**src/rtl/digit_serial_addsub_pkg.sv**
```systemverilog
// Shared types and constants for the digit-serial adder/subtractor.
// State and mode encodings live here so the top and the bench agree on them.
package digit_serial_addsub_pkg;

    typedef enum logic {
        ST_IDLE = 1'b0,
        ST_RUN  = 1'b1
    } state_t;

    localparam logic MODE_ADD = 1'b0;
    localparam logic MODE_SUB = 1'b1;

    // Digit counter width; a single-digit operand still needs one bit.
    function automatic int cnt_w(input int n);
        return (n > 1) ? $clog2(n) : 1;
    endfunction

endpackage

```
**src/rtl/digit_serial_addsub_if.sv**
```systemverilog
// Start/done request bundle between a datapath master and the
// digit-serial adder/subtractor.
interface digit_serial_addsub_if #(
    parameter int WIDTH = 16
);

    logic             start;
    logic             m;
    logic [WIDTH-1:0] a;
    logic [WIDTH-1:0] b;
    logic             busy;
    logic             done;
    logic [WIDTH-1:0] s;
    logic             cout;
    logic             v;

    modport master (
        output start,
        output m,
        output a,
        output b,
        input  busy,
        input  done,
        input  s,
        input  cout,
        input  v
    );

    modport slave (
        input  start,
        input  m,
        input  a,
        input  b,
        output busy,
        output done,
        output s,
        output cout,
        output v
    );

endinterface

```
**src/rtl/digit_serial_addsub_digit_adder.sv**
```systemverilog
// DIGIT-bit ripple adder built from full_adder cells; exposes the
// carry into its top bit so the caller can form signed overflow.
module full_adder (
    input  logic x,
    input  logic y,
    input  logic ci,
    output logic sum,
    output logic co
);

    assign sum = x ^ y ^ ci;
    assign co  = (x & y) | (ci & (x ^ y));

endmodule

module digit_adder #(
    parameter int DIGIT = 4
) (
    input  logic [DIGIT-1:0] a,
    input  logic [DIGIT-1:0] b,
    input  logic             cin,
    output logic [DIGIT-1:0] sum,
    output logic             cout,
    output logic             c_msb
);

    logic [DIGIT:0] c;

    assign c[0] = cin;

    for (genvar i = 0; i < DIGIT; i++) begin : g_fa
        full_adder u_fa (
            .x   (a[i]),
            .y   (b[i]),
            .ci  (c[i]),
            .sum (sum[i]),
            .co  (c[i+1])
        );
    end

    assign cout  = c[DIGIT];
    assign c_msb = c[DIGIT-1];

endmodule

```
**src/rtl/digit_serial_addsub.sv**
```systemverilog
// Multi-cycle two's-complement add/sub, DIGIT bits per clock, LSB first.
// Optional clamp on overflow: define ADDSUB_SATURATE_EN.
module digit_serial_addsub
    import digit_serial_addsub_pkg::*;
#(
    parameter int WIDTH = 16,
    parameter int DIGIT = 4
) (
    input  logic                  clk,
    input  logic                  rst,
    digit_serial_addsub_if.slave  bus
);

    localparam int N  = WIDTH / DIGIT;
    localparam int CW = cnt_w(N);

    localparam logic [CW-1:0] CNT_LAST = CW'(N - 1);
    localparam logic [CW-1:0] CNT_ONE  = CW'(1);

    state_t           state;
    logic [CW-1:0]    cnt;
    logic [WIDTH-1:0] a_sh;
    logic [WIDTH-1:0] b_sh;
    logic [WIDTH-1:0] res;
    logic             carry;
    logic             a_msb;

    logic [WIDTH-1:0] s_q;
    logic             cout_q;
    logic             v_q;
    logic             done_q;

    logic [DIGIT-1:0] d_sum;
    logic             d_cout;
    logic             d_cmsb;

    logic [WIDTH-1:0] sum_w;
    logic [WIDTH-1:0] res_nx;
    logic [WIDTH-1:0] s_fin;
    logic             last;
    logic             ovf;

    digit_adder #(
        .DIGIT (DIGIT)
    ) u_digit (
        .a     (a_sh[DIGIT-1:0]),
        .b     (b_sh[DIGIT-1:0]),
        .cin   (carry),
        .sum   (d_sum),
        .cout  (d_cout),
        .c_msb (d_cmsb)
    );

    // New digit enters at the top; after N shifts digit 0 sits at the LSB.
    always_comb begin
        sum_w            = '0;
        sum_w[DIGIT-1:0] = d_sum;
        res_nx = (res >> DIGIT) | (sum_w << (WIDTH - DIGIT));
    end

    assign last = (cnt == CNT_LAST);
    assign ovf  = d_cmsb ^ d_cout;

`ifdef ADDSUB_SATURATE_EN
    always_comb begin
        s_fin = res_nx;
        if (ovf) begin
            s_fin = a_msb ? {1'b1, {(WIDTH-1){1'b0}}}
                          : {1'b0, {(WIDTH-1){1'b1}}};
        end
    end
`else
    assign s_fin = res_nx;
`endif

    always_ff @(posedge clk) begin
        if (rst) begin
            state  <= ST_IDLE;
            cnt    <= '0;
            a_sh   <= '0;
            b_sh   <= '0;
            res    <= '0;
            carry  <= 1'b0;
            a_msb  <= 1'b0;
            s_q    <= '0;
            cout_q <= 1'b0;
            v_q    <= 1'b0;
            done_q <= 1'b0;
        end else begin
            done_q <= 1'b0;
            unique case (state)
                ST_IDLE: begin
                    if (bus.start) begin
                        a_sh  <= bus.a;
                        b_sh  <= (bus.m == MODE_SUB) ? ~bus.b : bus.b;
                        carry <= (bus.m == MODE_SUB);
                        a_msb <= bus.a[WIDTH-1];
                        cnt   <= '0;
                        state <= ST_RUN;
                    end
                end
                ST_RUN: begin
                    a_sh  <= a_sh >> DIGIT;
                    b_sh  <= b_sh >> DIGIT;
                    res   <= res_nx;
                    carry <= d_cout;
                    cnt   <= cnt + CNT_ONE;
                    if (last) begin
                        s_q    <= s_fin;
                        cout_q <= d_cout;
                        v_q    <= ovf;
                        done_q <= 1'b1;
                        state  <= ST_IDLE;
                    end
                end
                default: state <= ST_IDLE;
            endcase
        end
    end

    assign bus.busy = (state == ST_RUN);
    assign bus.done = done_q;
    assign bus.s    = s_q;
    assign bus.cout = cout_q;
    assign bus.v    = v_q;

endmodule
```
**src/flat_wrapper.sv**
```systemverilog
// flat-port wrapper written by rule: the top's interface ports become plain ports
module digit_serial_addsub_flat import digit_serial_addsub_pkg::*;
#(
    parameter int WIDTH = 16,
    parameter int DIGIT = 4
)
  (clk, rst, bus_start, bus_m, bus_a, bus_b, bus_busy, bus_done, bus_s, bus_cout, bus_v);
  digit_serial_addsub_if #(.WIDTH(WIDTH)) bus_i ();
  input  logic clk;
  input  logic rst;
  input wire logic [$bits(bus_i.start)-1:0] bus_start;
  input wire logic [$bits(bus_i.m)-1:0] bus_m;
  input wire logic [$bits(bus_i.a)-1:0] bus_a;
  input wire logic [$bits(bus_i.b)-1:0] bus_b;
  output wire logic [$bits(bus_i.busy)-1:0] bus_busy;
  output wire logic [$bits(bus_i.done)-1:0] bus_done;
  output wire logic [$bits(bus_i.s)-1:0] bus_s;
  output wire logic [$bits(bus_i.cout)-1:0] bus_cout;
  output wire logic [$bits(bus_i.v)-1:0] bus_v;
  assign bus_i.start = bus_start;
  assign bus_i.m = bus_m;
  assign bus_i.a = bus_a;
  assign bus_i.b = bus_b;
  assign bus_busy = bus_i.busy;
  assign bus_done = bus_i.done;
  assign bus_s = bus_i.s;
  assign bus_cout = bus_i.cout;
  assign bus_v = bus_i.v;
  digit_serial_addsub #(.WIDTH(WIDTH), .DIGIT(DIGIT)) u_core (.clk(clk), .rst(rst), .bus(bus_i));
endmodule
```
**config.mk**
```make
export PLATFORM = sky130hd
export DESIGN_NAME = digit_serial_addsub_flat
export DESIGN_NICKNAME = d
export VERILOG_FILES = /design/src/rtl/digit_serial_addsub_pkg.sv /design/src/rtl/digit_serial_addsub_if.sv /design/src/rtl/digit_serial_addsub_digit_adder.sv /design/src/rtl/digit_serial_addsub.sv /design/src/flat_wrapper.sv
export SDC_FILE = /design/constraint.sdc
export NUM_CORES = 1
export LEC_CHECK = 0
export ABC_AREA = 1
export CORE_AREA = 5 5 87 89
export DETAILED_ROUTE_END_ITERATION = 8
export DIE_AREA = 0 0 92 94
export GPL_ROUTABILITY_DRIVEN = 0
export GPL_TIMING_DRIVEN = 0
export PLACE_DENSITY = 0.79
export SYNTH_ARGS = -nofsm -noshare
export SYNTH_HDL_FRONTEND = slang
export SYNTH_SLANG_ARGS = --single-unit
```
**constraint.sdc**
```tcl
create_clock -name clk -period 2.35 [get_ports clk]
set_clock_uncertainty 0.05 [all_clocks]
set_input_delay 0.3525 -clock clk [delete_from_list [all_inputs] [get_ports clk]]
set_output_delay 0.3525 -clock clk [all_outputs]
set_load 0.01 [all_outputs]
```
---- Word level (Yosys, flattened, before mapping) ----
Cells that the tools add are included.
word-level totals
  output and inout bits ................... 20
  bits in registers ....................... 71
  word-level logic and storage cells ...... 52
operators by class
  add/sub/neg operators ................... 1
  equal/unequal tests ..................... 2
  multiplexer cells ....................... 13
  reduce and logical (&&, ||, !) cells .... 2
  bitwise gates (word level) .............. 24
operators by type and width
  kind                                          number
  case mux 16 bit (2 select lines)              2
  two-way mux 16 bit                            3
  NOT 16 bit                                    1
  bitwise OR 12 x 16 -> 16 bit                  1
  bitwise XOR 1 bit                             9
  bitwise AND 1 bit                             8
  two-way mux 1 bit                             4
  bitwise OR 1 bit                              4
  case mux 1 bit (2 select lines)               2
  case mux 2 bit (2 select lines)               1
  adder 2 x 1 -> 2 bit, second input constant   1
  == test 2 bit, second input constant          1
  two-way mux 2 bit                             1
  inequality test 2 bit, second input constant  1
  AND reduction 2 bit                           1
  OR reduction 2 bit                            1
  NOT 1 bit                                     1

---- Longest topological paths before layout ----
Gate-level depths: netlist of the first run.
  depth after elaboration ................. 10
  depth in mapped cells ................... 11
  depth with buffers taken out ............ 11

---- By module ----
From an unflattened synthesis of the first run, not the netlist that was laid out.
second synthesis, totals
  cell total of the unflattened synthesis .. 424
  area, all modules ....................... 2936.6 sq um
by module, submodules not included
  module               times used  cells each  seq. area each (sq um)  area an instance (sq um)
  digit_serial_addsub  1           420         1341.3                  2856.5
  full_adder           4           1           0.0                     20.0

---- Least setup slack after synthesis of the first run ----
Ideal clock, no wire load.
  path kind ............................... reg2reg
  start ................................... reg u_core.b_sh[0]
  end ..................................... reg u_core.carry
  period minus slack after synthesis ...... 2.137 ns
  arrival time ............................ 2.030 ns
  slack ................................... 0.213 ns
  stages on the path, launching flop included .. 12
  cells stage by stage .................... dfxtp_1 > fa_1 > inv_1 > fa_1 > inv_1 > fa_1 > inv_1 > fa_1 > or2_2 > nand3_1 > nand2_1 > inv_1
on the way
  cells in the longest elaborated chain, start to end .. 10
  elaborated cells between the ends (all ways) .. 11
  those cells by class .................... 1 x mux; 10 x bitwise
ends and longest elaborated chain
  what                                 RTL line                               text
  from (decl)                          digit_serial_addsub.sv:23              logic [WIDTH-1:0] b_sh;
  from (signal assigned)               digit_serial_addsub.sv:95              b_sh <= (bus.m == MODE_SUB) ? ~bus.b : bus.b;
  from (signal assigned)               digit_serial_addsub.sv:104             b_sh <= b_sh >> DIGIT;
  bitwise XOR 1 bit                    digit_serial_addsub_digit_adder.sv:12  assign co = (x & y) | (ci & (x ^ y));
  bitwise AND 1 bit                    digit_serial_addsub_digit_adder.sv:12
  bitwise OR 1 bit (*)                 digit_serial_addsub_digit_adder.sv:12
  bitwise AND 1 bit (*)                digit_serial_addsub_digit_adder.sv:12
  bitwise OR 1 bit (*)                 digit_serial_addsub_digit_adder.sv:12
  bitwise AND 1 bit (*)                digit_serial_addsub_digit_adder.sv:12
  bitwise OR 1 bit (*)                 digit_serial_addsub_digit_adder.sv:12
  bitwise AND 1 bit (*)                digit_serial_addsub_digit_adder.sv:12
  bitwise OR 1 bit (*)                 digit_serial_addsub_digit_adder.sv:12
  case mux 1 bit (2 select lines) (*)  digit_serial_addsub.sv:91              unique case (state)
  to (signal assigned)                 digit_serial_addsub.sv:96              carry <= (bus.m == MODE_SUB);
  to (signal assigned)                 digit_serial_addsub.sv:106             carry <= d_cout;
  to (decl)                            digit_serial_addsub.sv:25              logic carry;
Every way passes the cells marked *; elsewhere a longest branch is shown, timed or not.
A chain may end at the register's enable or synchronous reset.

---- Worst setup path after layout of the first run ----
  start ................................... reg u_core.b_sh[0]
  end ..................................... reg u_core.v_q, in the netlist u_core.bus.v
on the way
  cells in the longest elaborated chain, start to end .. 10
  elaborated cells between the ends (all ways) .. 11
  those cells by class .................... 11 x bitwise
ends and longest elaborated chain
  what                   RTL line                               text
  bitwise XOR 1 bit      digit_serial_addsub_digit_adder.sv:12
  bitwise AND 1 bit      digit_serial_addsub_digit_adder.sv:12
  bitwise OR 1 bit (*)   digit_serial_addsub_digit_adder.sv:12
  bitwise AND 1 bit (*)  digit_serial_addsub_digit_adder.sv:12
  bitwise OR 1 bit (*)   digit_serial_addsub_digit_adder.sv:12
  bitwise AND 1 bit (*)  digit_serial_addsub_digit_adder.sv:12
  bitwise OR 1 bit (*)   digit_serial_addsub_digit_adder.sv:12
  bitwise AND 1 bit      digit_serial_addsub_digit_adder.sv:12
  bitwise OR 1 bit       digit_serial_addsub_digit_adder.sv:12
  bitwise XOR 1 bit (*)  digit_serial_addsub.sv:62              assign ovf = d_cmsb ^ d_cout;
  to (signal assigned)   digit_serial_addsub.sv:111             v_q <= ovf;
  to (decl)              digit_serial_addsub.sv:30              logic v_q;
Marked as above.

==> flow_results.org, run 1 <==
** Final layout
- Of the cells placed in the final design, the portion with a size suffix greater than 1 is 0.0861.
- At the end of the flow the core is filled with cells to 0.562.
- Area of combinational cells with multiple inputs :: 1230 µm²
- Area of all sequential standard cells :: 1350 µm²
- ANT cells :: 0
- Number of standard cells in the final layout excluding fillers :: 568
- Area Overhead vs Synth :: 28.7%
- Fill cells in the final layout number 654.
- Cell area after layout :: 3750 µm²
- The final layout contains 526 nets.

** Floorplan
- Die X :: 92 µm
- Floorplan die area :: 8650 µm²
- The initialized floorplan defines 30 standard-cell rows.
- Core Footprint :: 6680 µm²
- I/O pin cnt :: 56
- Die Ht :: 94 µm
- The initial utilization of the core area, before any placement, comes to 0.437.

** Power and ir drop
- Worst VDD drop :: 0.404 mV
- Power density over the cells :: 621 nW/µm²
- Leakage dissipation :: 1.78 nW

** Worst hold path
- Path class of the lowest-slack min-delay path :: in -> reg

** Synthesis
- Syn. warnings :: 0
- Net count of the mapped netlist :: 458
- The netlist uses 17 different library cells.
- Number of instances in the synthesized netlist :: 417
- In this run the cell area of the synthesized design comes to 2920 µm².
- After synthesis the netlist holds a flip-flop and latch count of 67.
- Leading area contributor after synthesis :: dfxtp_1
- The average instance in the mapped netlist occupies 6.99 µm².
- The share of synthesized area in the top cell type comes to 0.460.
- Sequential area share after synthesis :: 0.460
- Top area cells in the synthesized netlist :: dfxtp_1 (46%), nand2_1 (17%), nand3_1 (8.4%), a21oi_1 (7.9%), inv_1 (7.9%)

** Clock network
- TritonCTS built the clock tree.
- Clock-pin slew was measured on the worst setup and hold paths at 0.07 ns.
- Buffers inserted to repair hold after CTS numbered 0.
- Number of buffers on the longest clock path :: 2
- Clock latency on the worst-skew pair :: 0.33 ns
- CTS Buf Count :: 9
- Number of clock sinks :: 67
- The H-tree was split into 3 levels.
- The root buffer cell chosen for the clock tree is clkbuf_8.

** Setup path
- Worst setup path class :: reg -> reg
- The worst setup path is captured at a flip-flop.
- Slowest Stage Delay on Critical Path :: 0.41 ns
- For the worst setup path, the data required time is 2.51 ns.
- Among cell families on the critical path, the largest total delay comes from adder cells.
- For flop-to-flop paths, the worst setup slack is 0.08 ns.
- Data on the critical path arrives at its endpoint at 2.43 ns.
- The slowest stage of the critical path is the fa_1 cell.
- CP Cell Sequence :: fa_1 > inv_1 > fa_1 > inv_2 > fa_2 > inv_1 > fa_2 > buf_4 > xor2_1 > o21ai_0
- Counting both buffers and inverters, the worst setup path holds a total of 4.
- Along the worst path, the maximum fanout reaches 2.
- STA classifies the critical path startpoint as a flip-flop.

** Route
- Number of design rule violations left after detail routing :: 0
- DRT Pass-1 Iters :: 5
- The detail route stage leaves a number of antenna-violating nets equal to 0.
- Routed via count divided by cell count :: 4.94
- For this block, the initial DRC count from the detailed router was 92.
- In the final routed layout, each cell accounts on average for 11.9 µm.
- Wires add up to 6.77 mm.
- The routed layout has 2808 vias.

** Global routing
- Vias in the first global route :: 2651
- Overflow left after global routing :: 0
- Global-route wire length before repair :: 11.5 mm
- Entering global routing, the biggest net connects 11 pins.
- Antenna violations before repair :: 0
- Across every metal layer, demand over resource in global routing totals 0.165.

** Placed design
- Prior to clock tree synthesis, the placed netlist has a worst setup slack of 0.0107 ns.
- Cell area after placement :: 3560 µm²
- Including well taps, the total number of placed cells is 551.
- HPWL after detailed placement :: 5.08 mm
- Count of input and output buffers :: 54

** Timing
- Number of max-slew violations in the final report :: 0
- For the pin with the worst max-slew slack, the measured transition is 0.484 ns.
- Maximum clock frequency :: 441 MHz
- Time the worst path needs with I/O delays and setup :: 2.27 ns
- Total setup violations reported at the end of the flow :: 0
- TNS Setup :: 0 ns
- In this run the tightest slew margin relative to its limit is 0.677.
- Final Cycle Share :: 0.965
- The final count of hold timing violations was 0.
- In the post-route analysis, the smallest setup slack over all paths is 0.0819 ns.

** Job
- The tool flagged a number of max-cap violations equal to 0.

** Outcome
- Run status :: completed
[synth_stat cells]
master / n
nor2_1: 4
inv_1: 61
buf_2: 14
buf_1: 1
o21ai_0: 26
ha_1: 1
nand2_1: 130
clkbuf_1: 8
nand3_1: 49
nor2_4: 1
fa_1: 4
inv_2: 2
a21oi_1: 46
xor2_1: 1
or2_2: 1
buf_4: 1
dfxtp_1: 67
[metal layers]
metal | share of wire | vias to the layer above | track usage
li1 | - | 1435 | -
met1 | 0.44 | 1307 | 0.182
met2 | 0.50 | 59 | 0.302
met3 | 0.048 | 7 | 0.0593
met4 | 0.011 | 0 | 0.0408
met5 | 0 | - | 0
[registers in the layout (all words and copies together), names as in the netlist]
register / flops
u_core.bus.done: 1
u_core.bus.s: 16
u_core.bus.v: 1
u_core.res: 12
u_core.cnt: 2
u_core.b_sh: 16
u_core.a_sh: 16
u_core.carry: 1
u_core.bus.cout: 1
u_core.bus.busy: 1
[power by group]
part	switching (mW)	internal, mW	total, mW
clock	0.394	0.423	0.817
sequential	0.0283	1.19	1.22
combinational	0.167	0.129	0.296
[logic make-up (layout without fill, tap and decap cells)]
kind of cell / after synthesis / count (layout) / synth area share
xor+xnor: 1 / 1 / 0.00300
fa+ha+maj: 5 / 5 / 0.0317
simple gates: 185 / 185 / 0.263
compound gates: 72 / 72 / 0.124
buf+inv: 87 / 158 / 0.119
flops: 67 / 67 / 0.460
[worst paths after layout]
path | startpoint | to | cells after the start
setup / recovery | u_core.b_sh[0]$_SDFFE_PP0P_ | u_core.bus.v$_SDFFE_PP0P_ | 10
hold / removal | bus_m | u_core.b_sh[0]$_SDFFE_PP0P_ | 5
setup reg to reg | u_core.b_sh[0]$_SDFFE_PP0P_ | u_core.bus.v$_SDFFE_PP0P_ | 10
hold reg to reg | u_core.res[6]$_SDFFE_PP0P_ | u_core.bus.s[2]$_SDFFE_PP0P_ | 2
[what timing repair did]
action                                  CTS  global route
pin swaps                                 0             2
endpoints found under the setup margin    1             2
setup buffers                             0             3
gates resized for setup                   1             6
[layout make-up]
type	count	area share
Clock inverter	3	0.00400
Sequential cell	67	0.358
Clock buffer	11	0.0403
Inverter	63	0.0630
Timing Repair Buffer	57	0.150
Multi-Input combinational cell	263	0.328
Buffer	24	0.0297
Tap cell	80	0.0267
[placed cells by master (no fill, tap or decap), drive strengths merged, types with 3 or more instances in the layout]
| master | n |
|---|---|
| a21oi | 46 |
| buf | 19 |
| clkbuf | 19 |
| clkdlybuf4s50 | 54 |
| clkinv | 3 |
| dfxtp | 67 |
| fa | 4 |
| inv | 63 |
| nand2 | 130 |
| nand3 | 49 |
| nor2 | 5 |
| o21ai | 26 |
[tightest hold or removal path, stage by stage]
cell and delay, ns:
buf_2 0.15, nand2_1 0.07, nand2_1 0.04, nand2_1 0.05, a21oi_1 0.05
[through the flow]
| step | hold slack, ns | power [mW] |
|---|---|---|
| floorplan | 0.364 | 1.41 |
| detailed placement | 0.387 | 1.53 |
| finish | 0.381 | 2.33 |
| global placement | 0.379 | 1.52 |
| global route | 0.404 | 2.44 |
| CTS | 0.386 | 2.34 |
Power figures use the tool's default switching activity.
==> inputs of run 2 (changes only) <==
--- a/config.mk
+++ b/config.mk
@@ -6,12 +6,13 @@
 export NUM_CORES = 1
 export LEC_CHECK = 0
 export ABC_AREA = 1
-export CORE_AREA = 5 5 87 89
+export CORE_AREA = 5 5 105 107
 export DETAILED_ROUTE_END_ITERATION = 8
-export DIE_AREA = 0 0 92 94
+export DIE_AREA = 0 0 110 112
+export DONT_BUFFER_PORTS = 1
 export GPL_ROUTABILITY_DRIVEN = 0
 export GPL_TIMING_DRIVEN = 0
-export PLACE_DENSITY = 0.79
+export PLACE_DENSITY = 0.41
 export SYNTH_ARGS = -nofsm -noshare
 export SYNTH_HDL_FRONTEND = slang
 export SYNTH_SLANG_ARGS = --single-unit
==> run 2 against run 1 <==
- die area grew 42%
- largest cell class unchanged
- worst hold slack got worse by 0.35 ns
- critical path depth increased by 1
- flip-flop and latch count stayed put
- largest power group unchanged
- sequential share of layout area increased by 4.4 points
- routed wire length grew 9.1%
- utilization down 23 points
- first-iteration DRC count increased by 28%
==> flow_results.org, run 2 (synthesis gave the netlist of run 1 again) <==
** Outcome
- The flow ran to the end, and the final reports show no timing, DRC or antenna violations.

** Final layout
- The utilization after layout came to 0.333 (-0.229).
- The multi-input gate area in the final layout was 1230 µm² (unchanged).
- The number of fill cells in the layout is 1146 (+75%).
- The area growth from synthesis to layout is 14.8%.
- The library cell used most frequently in the layout, excluding fill and tap cells, is nand2_1.
- The number of antenna cells inserted was 0 (unchanged).
- The register area came to 1350 µm² (unchanged).
- The filler-free cell count of the finished design was 570 (+0.35%).
- The ratio of cells with drive above 1 in the final layout came to 0.0899 (+0.00380).
- Cell area after layout :: 3350 µm² (-11%)
- In the layout the commonest cells are nand2_1 (130), dfxtp_1 (64), inv_1 (61).
- Number of nets in the layout :: 470 (-11%)

** Setup path
- Kind of cell adding the most delay to the critical path :: adder cells
- The worst path required time was 2.58 ns (+0.07 ns).
- The count of buffering cells on the critical path with inverters included was 4 (unchanged).
- On the critical path, the stage with the largest delay is an instance of fa_2.
- Arr. time, crit path :: 2.48 ns (+0.05 ns)
- Startpoint class of the critical path :: flip-flop
- Reg2Reg Depth :: 11 (+1)
- The worst setup path is captured at a flip-flop.
- In this run the critical register-to-register path is captured at u_core.carry$_SDFFE_PP0P_.
- Worst setup path class :: reg -> reg
- Among the stages of the critical path, the cell type that occurs most often is inv_1.
- The largest stage delay on the critical path came to 0.38 ns (-0.03 ns).
- CP Cell Sequence :: fa_1 > inv_1 > fa_1 > inv_1 > fa_2 > inv_1 > fa_2 > or2_2 > nand3_1 > nand2_1 > inv_1
- Maximum fanout count along the critical path :: 3 (+1)
- Beginning of the worst register-to-register path :: u_core.a_sh[0]$_SDFFE_PP0P_
- The critical path starts at u_core.a_sh[0]$_SDFFE_PP0P_.
- The minimum setup slack among reg-to-reg paths came to 0.1 ns (+0.02 ns).

** Timing
- Smallest setup slack after layout :: 0.0977 ns (+0.0158 ns)
- The number of pins exceeding their max-slew limit in the final report was 0 (unchanged).
- The minimum hold slack came to 0.0285 ns (-0.353 ns).
- Time the worst path needs with I/O delays and setup :: 2.25 ns (-0.0158 ns)
- The transition at the pin with the smallest max-transition slack is 0.502 ns (+0.0184 ns).
- RSZ-0062 raised after global routing :: no
- Worst max-slew margin expressed relative to the limit :: 0.665 (-0.0123)
- The final clock period utilization by the worst path was 0.958 (-0.00672).
- Count of endpoints failing hold in the final timing report :: 0 (unchanged)
- The number of failing setup endpoints in the final timing report is 0 (unchanged).
- Maximum clock frequency :: 444 MHz (+0.70%)

** Clock network
- The clock sink total was 67 (unchanged).
- Number of buffers on the longest clock path :: 2 (unchanged)
- Clock tree root buffer cell :: clkbuf_8
- The clock edge transition at the registers on the reported setup and hold paths came to 0.07 ns (about the same).
- H-tree level count :: 3 (unchanged)
- TritonCTS built the clock tree.
- CTS Buf Count :: 9 (unchanged)
- The clock latency of the later-clocked register in the worst-skew pair was 0.33 ns (about the same).
- Postcts setup bufs :: 0 (unchanged)

** Route
- Number of design rule violations left after detail routing :: 0 (unchanged)
- The detailed-router iteration count before antenna repair is 5 (unchanged).
- The wire length on met1 was 3.27 mm (+10%).
- The sum of met3 wire segment lengths after detailed routing is 456 µm (+41%).
- The total number of vias came to 2529 (-9.9%).
- The average vias per placed instance is 4.44 (-10%).
- Violation count after the first detailed-route iteration :: 118 (+28%)
- In this run the top signal layer used is met4.
- Routed WL per cell :: 12.9 µm (+8.7%)
- Post-Route WL :: 7.38 mm (+9.1%)
- The total met2 wirelength after detailed routing came to 3.62 mm (+6.2%).
- Count of nets left with antenna violations after detail routing :: 0 (unchanged)

** Job
- The number of maximum-capacitance constraint violations came to 0 (unchanged).

** Floorplan
- The starting density of the core is 0.290 (-0.146).
- The die width is 110 µm (+20%).
- The number of core rows came to 37 (+23%).
- The total die area came to 12300 µm² (+42%).
- The core area was 10000 µm² (+50%).
- I/O pin cnt :: 56 (unchanged)
- Die Ht :: 112 µm (+19%)

** Worst hold path
- The worst hold path stage count was 1 (-4).
- The worst hold path terminates at u_core.b_sh[14]$_SDFFE_PP0P_.
- Path class of the lowest-slack min-delay path :: in -> reg
- In this run the most critical hold path is launched from rst.

** Power and ir drop
- Leakage dissipation :: 1.60 nW (-9.9%)
- The peak ir drop on the vdd network was 0.407 mV (+0.74%).
- The total power per unit cell area was 778 nW/µm² (+25%).

** Placed design
- HPWL after detailed placement :: 5.52 mm (+8.6%)
- The number of buffers inserted by port buffering is 0 (-100%).
- Worst-case setup slack after placement :: -0.0353 ns (-0.0460 ns)
- # placed instances :: 553 (+0.36%)
- Cell area after placement :: 3090 µm² (-13%)

** Global routing
- Antenna violations before repair :: 0 (unchanged)
- Global router's overall resource usage :: 0.126 (-0.0394)
- Global-route wire length before repair :: 12.1 mm (+5.0%)
- The number of global-route vias before repair came to 2455 (-7.4%).
- Overflow left after global routing :: 0 (unchanged)
- Largest net degree at the start of global routing :: 12 (+1)
## run 2: final cells by class
| class | instances | share of cell area |
|---|---|---|
| Sequential cell | 67 | 0.402 |
| Timing Repair Buffer | 1 | 0.00299 |
| Multi-Input combinational cell | 263 | 0.368 |
| Clock inverter | 5 | 0.0299 |
| Tap cell | 136 | 0.0508 |
| Clock buffer | 11 | 0.0422 |
| Buffer | 24 | 0.0333 |
| Inverter | 63 | 0.0707 |
## run 2: routing by layer
metal / global-route usage / up-vias
met2: 0.212 / 54
li1: - / 1324
met3: 0.0510 / 2
met1: 0.149 / 1149
met4: 0.0274 / 0
met5: 0 / -
## run 2: worst register-to-register path: stages, from the launching register on
cell	delay [ns]
dfxtp_2	0.36
fa_1	0.16
inv_1	0.05
fa_1	0.37
inv_1	0.08
fa_2	0.22
inv_1	0.06
fa_2	0.38
or2_2	0.30
nand3_1	0.07
nand2_1	0.05
inv_1	0.06
## run 2: stage by stage
step / TNS [ns] / total power, mW
2_1_floorplan: 0 / 1.41
3_3_place_gp: 0 / 1.47
3_5_place_dp: -0.0353 / 1.48
4_1_cts: 0 / 2.65
5_1_grt: 0 / 2.73
6_report: 0 / 2.60
## run 2: power by group
part / switching, mW / leakage, nW / internal, mW
combinational: 0.153 / 0.931 / 0.0799
clock: 0.424 / 0.123 / 0.731
sequential: 0.0282 / 0.548 / 1.19
total: 0.606 / 1.60 / 2.00
## run 2: what timing repair did
action	4_1_cts	5_1_grt
hold endpoints to repair	0	1
setup endpoints to repair	1	3
resized for setup	1	4
hold buffers	0	1
## run 2: worst max path at each step
stage                     cells after the start  slack (ns)                        end
after detailed placement                     11       -0.04  u_core.carry$_SDFFE_PP0P_
after floorplan                              11        0.21  u_core.carry$_SDFFE_PP0P_
final                                        11         0.1  u_core.carry$_SDFFE_PP0P_
after global placement                       11        0.02  u_core.carry$_SDFFE_PP0P_
after global routing                         11       0.002  u_core.carry$_SDFFE_PP0P_
after CTS                                    11        0.02  u_core.carry$_SDFFE_PP0P_
